--- config.mk ---
export PLATFORM = sky130hd
export DESIGN_NAME = vga_timing_gen
export DESIGN_NICKNAME = d
export VERILOG_FILES = /design/src/rtl/vga_timing_gen_pkg.sv /design/src/rtl/vga_timing_gen_pix_ce_div.sv /design/src/rtl/vga_timing_gen.sv
export SDC_FILE = /design/constraint.sdc
export NUM_CORES = 1
export LEC_CHECK = 0
export CAP_MARGIN = 20
export CORE_MARGIN = 1
export CORE_UTILIZATION = 49
export DETAILED_ROUTE_END_ITERATION = 10
export PLACE_DENSITY = 0.91
export SETUP_SLACK_MARGIN = 0.4
export SYNTH_ARGS = -nofsm -noshare
export SYNTH_HDL_FRONTEND = slang
export SYNTH_SLANG_ARGS = --single-unit
--- constraint.sdc ---
create_clock -name sys_clk -period 2.6 [get_ports sys_clk]
set_clock_uncertainty 0.1 [all_clocks]
set_input_delay 0.26 -clock sys_clk [delete_from_list [all_inputs] [get_ports sys_clk]]
set_output_delay 0.26 -clock sys_clk [all_outputs]
set_load 0.02 [all_outputs]
--- src/rtl/vga_timing_gen_pkg.sv ---
// Shared VGA timing defaults (640x480@60 from 50 MHz) and window-decode helper
// used by the pixel source and the sync/timing stage.
package vga_timing_gen_pkg;

    localparam int unsigned VGA_CLK_DIV  = 2;
    localparam int unsigned VGA_H_SYNC   = 96;
    localparam int unsigned VGA_H_BACK   = 48;
    localparam int unsigned VGA_H_ACTIVE = 640;
    localparam int unsigned VGA_H_FRONT  = 16;
    localparam int unsigned VGA_V_SYNC   = 2;
    localparam int unsigned VGA_V_BACK   = 33;
    localparam int unsigned VGA_V_ACTIVE = 480;
    localparam int unsigned VGA_V_FRONT  = 10;
    localparam int unsigned VGA_CNT_W    = 10;
    localparam int unsigned VGA_DATA_W   = 30;

    // Evaluated at 32 bits so a window ending exactly at 2**CNT_W cannot wrap.
    function automatic logic in_window(input int unsigned cnt,
                                       input int unsigned lo,
                                       input int unsigned len);
        return (cnt >= lo) && (cnt < lo + len);
    endfunction

endpackage

--- src/rtl/vga_timing_gen_pix_ce_div.sv ---
// Pixel clock-enable divider: one-cycle pix_ce every CLK_DIV clocks, constant 1 when CLK_DIV=1.
module vga_pix_ce_div #(
    parameter int unsigned CLK_DIV = 2
) (
    input  logic clk,
    input  logic rst_n,
    output logic pix_ce
);

    localparam int unsigned DIV_W = (CLK_DIV > 1) ? $clog2(CLK_DIV) : 1;
    localparam logic [DIV_W-1:0] DIV_LAST = DIV_W'(CLK_DIV - 1);

    logic [DIV_W-1:0] div_cnt;

    always_ff @(posedge clk or negedge rst_n) begin
        if (!rst_n) begin
            div_cnt <= '0;
        end else if (div_cnt == DIV_LAST) begin
            div_cnt <= '0;
        end else begin
            div_cnt <= div_cnt + 1'b1;
        end
    end

    assign pix_ce = (div_cnt == DIV_LAST);

endmodule

--- src/rtl/vga_timing_gen.sv ---
// VGA sync/timing stage: h/v counters at pixel rate, pixel request decode and the
// registered DAC output stage (data, HSYNC, FSYNC, BLANK, SYNC).
module vga_timing_gen
    import vga_timing_gen_pkg::*;
#(
    parameter int unsigned CLK_DIV  = VGA_CLK_DIV,
    parameter int unsigned H_SYNC   = VGA_H_SYNC,
    parameter int unsigned H_BACK   = VGA_H_BACK,
    parameter int unsigned H_ACTIVE = VGA_H_ACTIVE,
    parameter int unsigned H_FRONT  = VGA_H_FRONT,
    parameter int unsigned V_SYNC   = VGA_V_SYNC,
    parameter int unsigned V_BACK   = VGA_V_BACK,
    parameter int unsigned V_ACTIVE = VGA_V_ACTIVE,
    parameter int unsigned V_FRONT  = VGA_V_FRONT,
    parameter int unsigned CNT_W    = VGA_CNT_W,
    parameter int unsigned DATA_W   = VGA_DATA_W
) (
    input  logic              sys_clk,
    input  logic              sys_rst_n,
    input  logic [DATA_W-1:0] pix_data,
    output logic              pix_req,
    output logic [CNT_W-1:0]  pix_x,
    output logic [CNT_W-1:0]  pix_y,
    output logic              frame_start,
    output logic [DATA_W-1:0] data_to_screen,
    output logic              HSYNC,
    output logic              FSYNC,
    output logic              BLANK,
    output logic              SYNC
);

    localparam int unsigned H_TOTAL  = H_SYNC + H_BACK + H_ACTIVE + H_FRONT;
    localparam int unsigned V_TOTAL  = V_SYNC + V_BACK + V_ACTIVE + V_FRONT;
    localparam int unsigned H_ACT_LO = H_SYNC + H_BACK;
    localparam int unsigned V_ACT_LO = V_SYNC + V_BACK;

    if ((CLK_DIV < 1) || (((H_TOTAL - 1) >> CNT_W) != 32'd0) ||
        (((V_TOTAL - 1) >> CNT_W) != 32'd0)) begin : g_bad_params
        $error("vga_timing_gen: CLK_DIV must be >=1 and H_TOTAL/V_TOTAL must fit in CNT_W bits");
    end

    logic             pix_ce;
    logic [CNT_W-1:0] h_cnt;
    logic [CNT_W-1:0] v_cnt;
    logic             h_last;
    logic             v_last;
    logic             h_active;
    logic             v_active;

    vga_pix_ce_div #(
        .CLK_DIV(CLK_DIV)
    ) u_pix_ce_div (
        .clk   (sys_clk),
        .rst_n (sys_rst_n),
        .pix_ce(pix_ce)
    );

    assign h_last = (h_cnt == CNT_W'(H_TOTAL - 1));
    assign v_last = (v_cnt == CNT_W'(V_TOTAL - 1));

    always_ff @(posedge sys_clk or negedge sys_rst_n) begin
        if (!sys_rst_n) begin
            h_cnt <= '0;
            v_cnt <= '0;
        end else if (pix_ce) begin
            if (h_last) begin
                h_cnt <= '0;
                v_cnt <= v_last ? '0 : v_cnt + 1'b1;
            end else begin
                h_cnt <= h_cnt + 1'b1;
            end
        end
    end

    always_comb begin
        h_active    = in_window(32'(h_cnt), H_ACT_LO, H_ACTIVE);
        v_active    = in_window(32'(v_cnt), V_ACT_LO, V_ACTIVE);
        pix_req     = h_active && v_active;
        pix_x       = pix_req ? (h_cnt - CNT_W'(H_ACT_LO)) : '0;
        pix_y       = pix_req ? (v_cnt - CNT_W'(V_ACT_LO)) : '0;
        frame_start = pix_ce && h_last && v_last;
    end

    // Everything to the DAC is loaded together on pix_ce, one slot behind the counters.
    always_ff @(posedge sys_clk or negedge sys_rst_n) begin
        if (!sys_rst_n) begin
            data_to_screen <= '0;
            HSYNC          <= 1'b1;
            FSYNC          <= 1'b1;
            BLANK          <= 1'b0;
        end else if (pix_ce) begin
            data_to_screen <= pix_req ? pix_data : '0;
            HSYNC          <= !(32'(h_cnt) < H_SYNC);
            FSYNC          <= !(32'(v_cnt) < V_SYNC);
            BLANK          <= pix_req;
        end
    end

    assign SYNC = 1'b0;

endmodule

# Yosys cells after proc, flatten, opt, wreduce, memory -nomap -nowiden

Cells that the tools add are included.

$add $sub $neg: 5
Order comparisons: 6
Multiplexer cells: 6
Reductions and logical operators: 8
Equal/unequal tests: 2

Operators with widths:

| operator              | number |
|---|---|
| $mux 10               | 4 |
| $mux 30               | 1 |
| $add 10x1->10 const B | 2 |
| $eq 10x10->1 const B  | 2 |
| $lt 10x10->1 const B  | 2 |
| $ge 10x6->1 const B   | 1 |
| $ge 10x8->1 const B   | 1 |
| $lt 10x2->1 const B   | 1 |
| $lt 10x7->1 const B   | 1 |
| $sub 10x6->10 const B | 1 |
| $sub 10x8->10 const B | 1 |
| $logic_and 1x1->1     | 5 |
| $logic_not 1->1       | 2 |
| $reduce_and 2->1      | 1 |
| $add 1x1->1 const B   | 1 |
| $mux 1                | 1 |

Output and inout port bits: 56
Register bits after elaboration: 54

# Longest topological paths before layout

Gate-level depths: netlist of the first run.

Depth after elaboration: 4
Depth in mapped cells: 7
Gate-level depth less buffers: 6

# Hierarchy

From an unflattened synthesis of the first run, not the netlist that was laid out.

Cells, all modules: 338
Area total of the unflattened synthesis: 2,996.6 um2

By module, submodules not included:

| module         | cells an instance | area each (um2) | instances |
|---|---|---|---|
| vga_timing_gen | 336               | 2,967.8         | 1 |
| vga_pix_ce_div | 2                 | 28.8            | 1 |

# Worst setup path after synthesis of the first run

No wires, ideal clock.

Path kind: register to output
From: reg v_cnt[7]
To: out pix_x[6]
Stages on the path, launching flop included: 7
Data required time: 2.240 ns
Setup slack: 0.205 ns
Arrival: 2.035 ns
Cells stage by stage: dfrtp_1 -> buf_6 -> or4_4 -> o21ai_2 -> o211ai_4 -> buf_2 -> nor3_1

Word-level cells in the longest chain between the ends: 4

Ends and longest elaborated chain:

| item                                        | line                     | text |
|---|---|---|
| from (decl)                                 | vga_timing_gen.sv:44     | `logic [CNT_W-1:0] v_cnt;` |
| from (signal assigned)                      | vga_timing_gen.sv:68     | `v_cnt <= v_last ? '0 : v_cnt + 1'b1;` |
| $ge 10x6->1 or $lt 10x10->1 (tied branches) | vga_timing_gen_pkg.sv:21 | `return (cnt >= lo) && (cnt < lo + len);` |
| $logic_and 1x1->1 (*)                       | vga_timing_gen_pkg.sv:21 |  |
| $logic_and 1x1->1 (*)                       | vga_timing_gen.sv:78     | `pix_req = h_active && v_active;` |
| $mux 10 (*)                                 | vga_timing_gen.sv:79     | `pix_x = pix_req ? (h_cnt - CNT_W'(H_ACT_LO)) : '0;` |
| to (decl)                                   | vga_timing_gen.sv:22     | `output logic [CNT_W-1:0] pix_x,` |

Every way passes the cells marked *; elsewhere a longest branch is shown, timed or not.

# Worst setup path after layout of the first run

From: reg v_cnt[6]
To: out pix_y[7]

Word-level cells in the longest chain between the ends: 4

Ends and longest elaborated chain:

| item                                        | line                     | text |
|---|---|---|
| $ge 10x6->1 or $lt 10x10->1 (tied branches) | vga_timing_gen_pkg.sv:21 |  |
| $logic_and 1x1->1                           | vga_timing_gen_pkg.sv:21 |  |
| $logic_and 1x1->1                           | vga_timing_gen.sv:78     |  |
| $mux 10 (*)                                 | vga_timing_gen.sv:80     | `pix_y = pix_req ? (v_cnt - CNT_W'(V_ACT_LO)) : '0;` |
| to (decl)                                   | vga_timing_gen.sv:23     | `output logic [CNT_W-1:0] pix_y,` |

Marks and branches as above.

==> reports/summary.txt, run 1 <==
Main combinational cell family by area after synthesis = compound AO/OA/AOI/OAI gates
Synth warnings = 0
Pins over their slew limit = 0
Initial core utilization = 51.5%
Switching share of power = 22.5%
Wl on met1 = 3910 um
Largest net degree at the start of global routing = 66
Num rows = 29
Clock power frac = 38.7%
Final #Nets = 504
Die Y = 84.2 um
EDFF count, synth = 0
Met3 wire len = 841 um
Sink Count = 54
Worst EP arrival = 2.23 ns
Htree depth = 2
Final setup violation count = 0
DRC Markers = 10
Xor-xnor portion of the synthesized cell area = 4.50%
Drt first pass iters = 8
CTS max path bufs = 2
Worst Hold Class = in2async
Share of post-route cells with drive strength above 1 = 36.7%
Synth area leader = dfrtp_1
Synth Area in Compound Gates = 22.2%
Design area = 5390 sq um
Adder-cell share of the synthesized area = 2.65%
Routed length per placed instance = 20.0 um
Mean Syn Cell Area = 9.73 sq um
Critical Path RT = 2.24 ns
Unrepaired setup endpoints after global routing = true
Crit path kind = reg2out
Hold WS = 0.360 ns
Hold Fails Final Rpt = 0
GR Util All Layers = 30.6%
Reg clk slew, reported paths = 0.11 ns
Synth Flop Type = dfrtp_1
Crit start category = flip-flop
Diode count = 0
Highest clock rate = 387 MHz
Post-detail-place hpwl = 5890 um
Post-synthesis mux area share = 0.643%
Fillers = 299
First-pass GRT wire length = 17000 um
Comb power frac = 5.8%
Yosys cell types = 56
Root Driver = clkbuf_8
Num CTS Buffers = 5
DP Area = 4530 sq um
Highest metal used = met4
Element type at the critical path end = primary output
Reg power frac = 55.5%
IO Count = 88
Max_slew headroom = 39.6%
Post-synth ARST share = 100%
Syn_nets = 379
DIE AREA = 7080 sq um
Die X = 84.2 um
PD cells = 280 nW/um^2
Sequential share of the synthesized area = 40.9%
Top-count cell post-synth = dfrtp_1
Initial antenna violation count = 0
Final period utilization = 99.4%
Routed vias = 3236
Min cycle time layout = 2.59 ns
Total core area = 6420 sq um
TritonCTS clock tree = built
Iteration-0 DRC Markers = 284
Top-area cell type share of the netlist area = 39.3%
Peak supply drop = 0.289 mV
Routability congestion estimate = 0.899
Switching power of the nets = 0.341 mW
Worst skew pair latency = 0.31 ns
Port bufs = 86
WL met2 = 5600 um
Leakage = 2.20 nW
Simple-gate share of the synthesized area = 19.4%
Via density per instance = 5.96
#FFs+latches synth = 54
Worst Path Max Fanout = 6
Status = complete, but fails checks
Area contributors post-synth = dfrtp_1 39%, o32ai_2 14%, nand2_1 5.3%
Number of global-route vias before repair = 3401
Setup TNS = 0 ns
Area growth from synthesis to layout = 63.0%
Max Cap Violations = 0
Final wirelength = 10900 um
Violated checks = design-rule violations
Worst slew pin tran = 0.907 ns
Synth Instances = 340
Mapped Area = 3310 sq um
Gr ovfl total = 0
Remaining antenna violation count = 0
Commonest cells in the netlist = 52 x dfrtp_1, 47 x nand2_1, 40 x inv_1
P_int = 1.17 mW
-- metrics by stage --
stage | setup WS, ns | util (%) | std cells | power (mW)
global placement | 0.0394 | 70.5 | 504 | 0.936
global route | -0.0776 | 84.0 | 543 | 1.56
detailed placement | -0.00753 | 70.5 | 504 | 0.939
finish | 0.0146 | 84.0 | 543 | 1.51
floorplan | 0.238 | - | 340 | 0.872
CTS | 0.112 | 81.0 | 540 | 1.50
-- routing by layer --
metal / vias up / GRT usage [%]
met5: - / 0
met4: 0 / 13.9
met3: 56 / 6.78
met2: 190 / 55.1
met1: 1547 / 34.8
li1: 1443 / -
-- worst max-delay path, cell delays in order (launching register included) --
cell and delay, ns:
dfrtp_1 0.39, or4_4 0.56, o21ai_4 0.17, o211ai_4 0.11, buf_6 0.16, buf_12 0.14, nor3_2 0.20, buf_4 0.19
-- kinds of logic after synthesis --
logic type                 Yosys count
DFF                                 54
muxes                                2
other                                1
xor gates and xnor gates            17
adders and majority gates            7
AOI/OAI and AO/OA                   66
buffers and inverters               71
and+or+nand+nor                    122
-- power by group through the flow --
stage	Sequential (mW)	Combinational (mW)	Clock, mW
after floorplan	0.856	0.0155	0
after global placement	0.856	0.0799	0
after global routing	0.840	0.0969	0.623
after detailed placement	0.856	0.0831	0
after CTS	0.839	0.0859	0.573
final	0.839	0.0885	0.585
-- cell type report --
type | instances | area [sq um] | share of cell area (%)
multi-input cells | 215 | 2090 | 38.7
flip-flops and latches | 54 | 1360 | 25.1
clock inverters | 3 | 40.0 | 0.742
clock buffers | 5 | 68.8 | 1.28
repair buffers | 148 | 1590 | 29.5
inverters | 41 | 154 | 2.85
well taps | 77 | 96.3 | 1.79
-- flip-flops by register name, indices dropped and copies added (netlist names) --
register and flops:
HSYNC 1, FSYNC 1, u_pix_ce_div.pix_ce 1, BLANK 1, h_cnt 10, v_cnt 10, data_to_screen 30
-- layout by cell type (no fill, tap or decap), types with 2 or more instances in the layout --
master / Yosys / routed
and4_1: 3 / 2
ha_1: 7 / 4
buf_4: 4 / 47
nor3_2: 0 / 4
nor2b_1: 2 / 2
o21ai_1: 11 / 11
nor2_4: 0 / 3
nand3_1: 7 / 7
xor2_1: 2 / 2
nand4_1: 2 / 2
a21oi_1: 7 / 6
o32ai_4: 0 / 12
clkbuf_8: 0 / 5
nor3_4: 0 / 12
nor3b_4: 0 / 2
buf_2: 6 / 2
nor3_1: 24 / 8
buf_16: 0 / 7
o32ai_2: 28 / 18
buf_6: 4 / 19
clkinv_2: 0 / 2
clkdlybuf4s50_1: 0 / 63
dfstp_2: 2 / 2
nor2_1: 13 / 10
nand2_1: 47 / 46
nor4_1: 3 / 3
inv_1: 40 / 37
or3_1: 4 / 3
nor4_4: 1 / 2
buf_12: 0 / 9
a22o_1: 4 / 4
dfrtp_1: 52 / 51
xnor2_1: 15 / 14
ha_4: 0 / 2
or4_4: 2 / 2
inv_2: 1 / 4
-- final timing paths --
kind	from	to	slack, ns	cells past startpoint
max	v_cnt[6]	pix_y[7]	0.01	7
min	sys_rst_n	data_to_screen[17]	0.36	3
max reg2reg	v_cnt[6]	data_to_screen[28]	0.16	10
min reg2reg	HSYNC	HSYNC	0.40	2
max in group asynchronous	sys_rst_n	FSYNC	1.75	3
min in group sys_clk	HSYNC	HSYNC	0.40	2
-- timing repair --
item / in CTS / in global routing
gates resized for setup: 172 / 24
hold buffers: 1 / 0
gates cloned: 7 / 0
pin swaps: 28 / 14
endpoints found under the hold margin: 52 / 0
setup buffers: 20 / 3
endpoints found under the setup margin: 47 / 58
(Power assumes the default switching activity.)
==> inputs of run 2 (changes only) <==
Settings changed: ABC_AREA from default to 1, CORE_UTILIZATION 49 to 47, GPL_ROUTABILITY_DRIVEN from default to 0, GPL_TIMING_DRIVEN from default to 0, PLACE_DENSITY 0.91 to 0.9.
==> run 2 against run 1 <==
Net effect: the run now ends clean; critical path depth grew 4; register-to-register slack better by 0.50 ns; count of clock-buffer cells in the layout up 1; global-route usage down 2.7 points; clock power is 13% lower; non-clock buffer count shrank 9; sequential power about the same; critical path type unchanged; largest power group unchanged; highest routed layer unchanged.
==> reports/summary.txt, run 2 <==
Element type at the critical path end = primary output
Final worst setup slack = 0.178 ns
Final setup violation count = 0
Setup TNS = 0 ns
Slowest cell on the critical path = dfrtp_1
Area growth from synthesis to layout = 52.2%
Crit path to = pix_x[6]
Worst Path Max Fanout = 6
Synth warnings = 0
Initial core utilization = 49.0%
Top reg by flops = data_to_screen
Leakage = 2.28 nW
Crit path depth = 11
Most common cell after layout, fill and taps aside = nand2_1
IO Count = 88
Max incr delay on CP = 0.42 ns
Reg clk slew, reported paths = 0.11 ns
Most frequent cells in the layout = 101 x nand2_1, 63 x clkdlybuf4s50_1, 50 x dfrtp_1, 38 x buf_4, 36 x nand4_1
Mean Syn Cell Area = 7.98 sq um
EDFF count, synth = 0
Unrepaired setup endpoints after global routing = true
Top-count cell post-synth = nand2_1
Critical Path RT = 2.24 ns
Post-detail-place hpwl = 5590 um
GR Util All Layers = 27.9%
DP Area = 3910 sq um
Hold Fails Final Rpt = 0
Mapped Area = 2940 sq um
Placed insts = 530
TritonCTS clock tree = built
Largest regs = data_to_screen x30, h_cnt x10, v_cnt x10
Highest clock rate = 413 MHz
Num CTS Buffers = 5
Worst Hold Class = in2async
R2R Path Start = h_cnt[7]
Htree depth = 2
Crit start category = flip-flop
Design area = 4470 sq um
Delay-heaviest family, CP = simple AND/OR/NAND/NOR gates
Status = complete, no violations
Drt first pass iters = 4
Final #Nets = 532
Final wirelength = 8970 um
Max reg flops = 30
Post-synth ARST share = 100%
Routed length per placed instance = 15.8 um
Num rows = 28
Worst slew pin tran = 0.559 ns
Die X = 81.1 um
DRC Markers = 0
Final period utilization = 93.1%
Total core area = 5990 sq um
Worst skew pair latency = 0.31 ns
Gr ovfl total = 0
Number of global-route vias before repair = 2957
Min cycle time layout = 2.42 ns
#FFs+latches synth = 54
Worst path bufs/invs = 3
Yosys cell types = 30
Diode count = 0
Crit path kind = reg2out
Util after Layout = 74.6%
Synth Instances = 368
Syn_nets = 407
Largest net degree at the start of global routing = 39
Worst EP arrival = 2.06 ns
DIE AREA = 6570 sq um
Total Power = 1.42 mW
Die Y = 81.1 um
Synth Flop Type = dfrtp_1
Commonest cells in the netlist = 105 x nand2_1, 52 x dfrtp_1, 36 x nand4_1, 36 x nor2_1, 30 x inv_1
Reg2reg end = v_cnt[9]
Synth area leader = dfrtp_1
Remaining antenna violation count = 0
Routed vias = 3093
DP Worst Slack = -0.147 ns
Critical-path cell list = inv_2 -> ha_4 -> nand2_2 -> nand3b_1 -> nand2_1 -> nand2_2 -> nor2_4 -> nand2_4 -> buf_8 -> a21oi_2 -> buf_4
Via density per instance = 5.44
Hold WS = 0.313 ns
Max Cap Violations = 0
Share of post-route cells with drive strength above 1 = 25.7%
Peak supply drop = 0.381 mV
R2R setup slack = 0.66 ns
Pins over their slew limit = 0
Max_slew headroom = 62.7%
Area contributors post-synth = dfrtp_1 44%, nand2_1 13%, nand4_1 7.7%
CP startpoint = h_cnt[5]
CTS max path bufs = 2
First-pass GRT wire length = 13800 um
Final Non-Filler Cells = 569
Most used cell, CP = nand2_2
Sequential share of the synthesized area = 46.1%
Root Driver = clkbuf_8
Initial antenna violation count = 0
Iteration-0 DRC Markers = 244
Top-area cell type share of the netlist area = 44.3%
Port bufs = 86
PD cells = 318 nW/um^2
Sink Count = 54
Worst Reg-to-Reg Cells = 11
## run 2: changes by cell type after synthesis, sizes merged, moves of 4 or more
cell    before  now
clkbuf      16    8
xor2         2   16
nor4         5    0
o32ai       30    0
a22o         4    0
nand4        2   37
nor2        13   41
or3          4    0
nor3        24   14
nand3        7   13
inv         41   32
xnor2       15    2
nand2       47  106
## run 2: power by group
| part | switching [mW] | total, mW | leakage [nW] | internal (mW) |
|---|---|---|---|---|
| sequential | 0 | 0.839 | 0.730 | 0.839 |
| combinational | 0.0259 | 0.0708 | 1.50 | 0.0449 |
| clock | 0.290 | 0.510 | 0.0514 | 0.220 |
## run 2: kinds of logic after synthesis
| family | Yosys count | share of synthesized area (%) |
|---|---|---|
| flip-flops | 54 | 46.1 |
| buffers and inverters | 54 | 8.60 |
| adder cells (fa/ha/maj) | 7 | 2.98 |
| other | 1 | 0.128 |
| AO/OA/AOI/OAI | 22 | 4.09 |
| XOR/XNOR | 18 | 5.37 |
| AND/OR/NAND/NOR | 212 | 32.8 |
## run 2: worst min path at each step
stage,start,end,cells after the start
4_1_cts,sys_rst_n,h_cnt[9],2
6_report,sys_rst_n,h_cnt[9],2
2_1_floorplan,sys_rst_n,BLANK,0
3_5_place_dp,sys_rst_n,v_cnt[4],1
5_1_grt,sys_rst_n,data_to_screen[0],2
3_3_place_gp,data_to_screen[11],data_to_screen[11],2
## run 2: repair_timing
action                                  CTS  global route
pin swaps                                10             6
endpoints found under the setup margin   22            22
resized for setup                       173            15
endpoints found under the hold margin    15             0
hold buffers                              1             0
buffers inserted                         22             6
gates cloned                              2             0
## run 2: layout make-up
cell class / instances / area (sq um)
Timing Repair Buffer: 118 / 1140
Buffer: 21 / 136
Fill cell: 408 / 1520
Multi-Input combinational cell: 260 / 1520
Sequential cell: 54 / 1360
Tap cell: 75 / 93.8
Clock buffer: 6 / 82.6
Inverter: 33 / 125
Clock inverter: 2 / 17.5
## run 2: per-layer routing
metal / track usage (%) / part of all wire (%) / vias to the layer above
met4: 12.3 / 4.0 / 0
met2: 47.2 / 50 / 153
met5: 0 / 0 / -
met3: 5.39 / 6.2 / 36
met1: 34.5 / 39 / 1459
li1: - / - / 1445
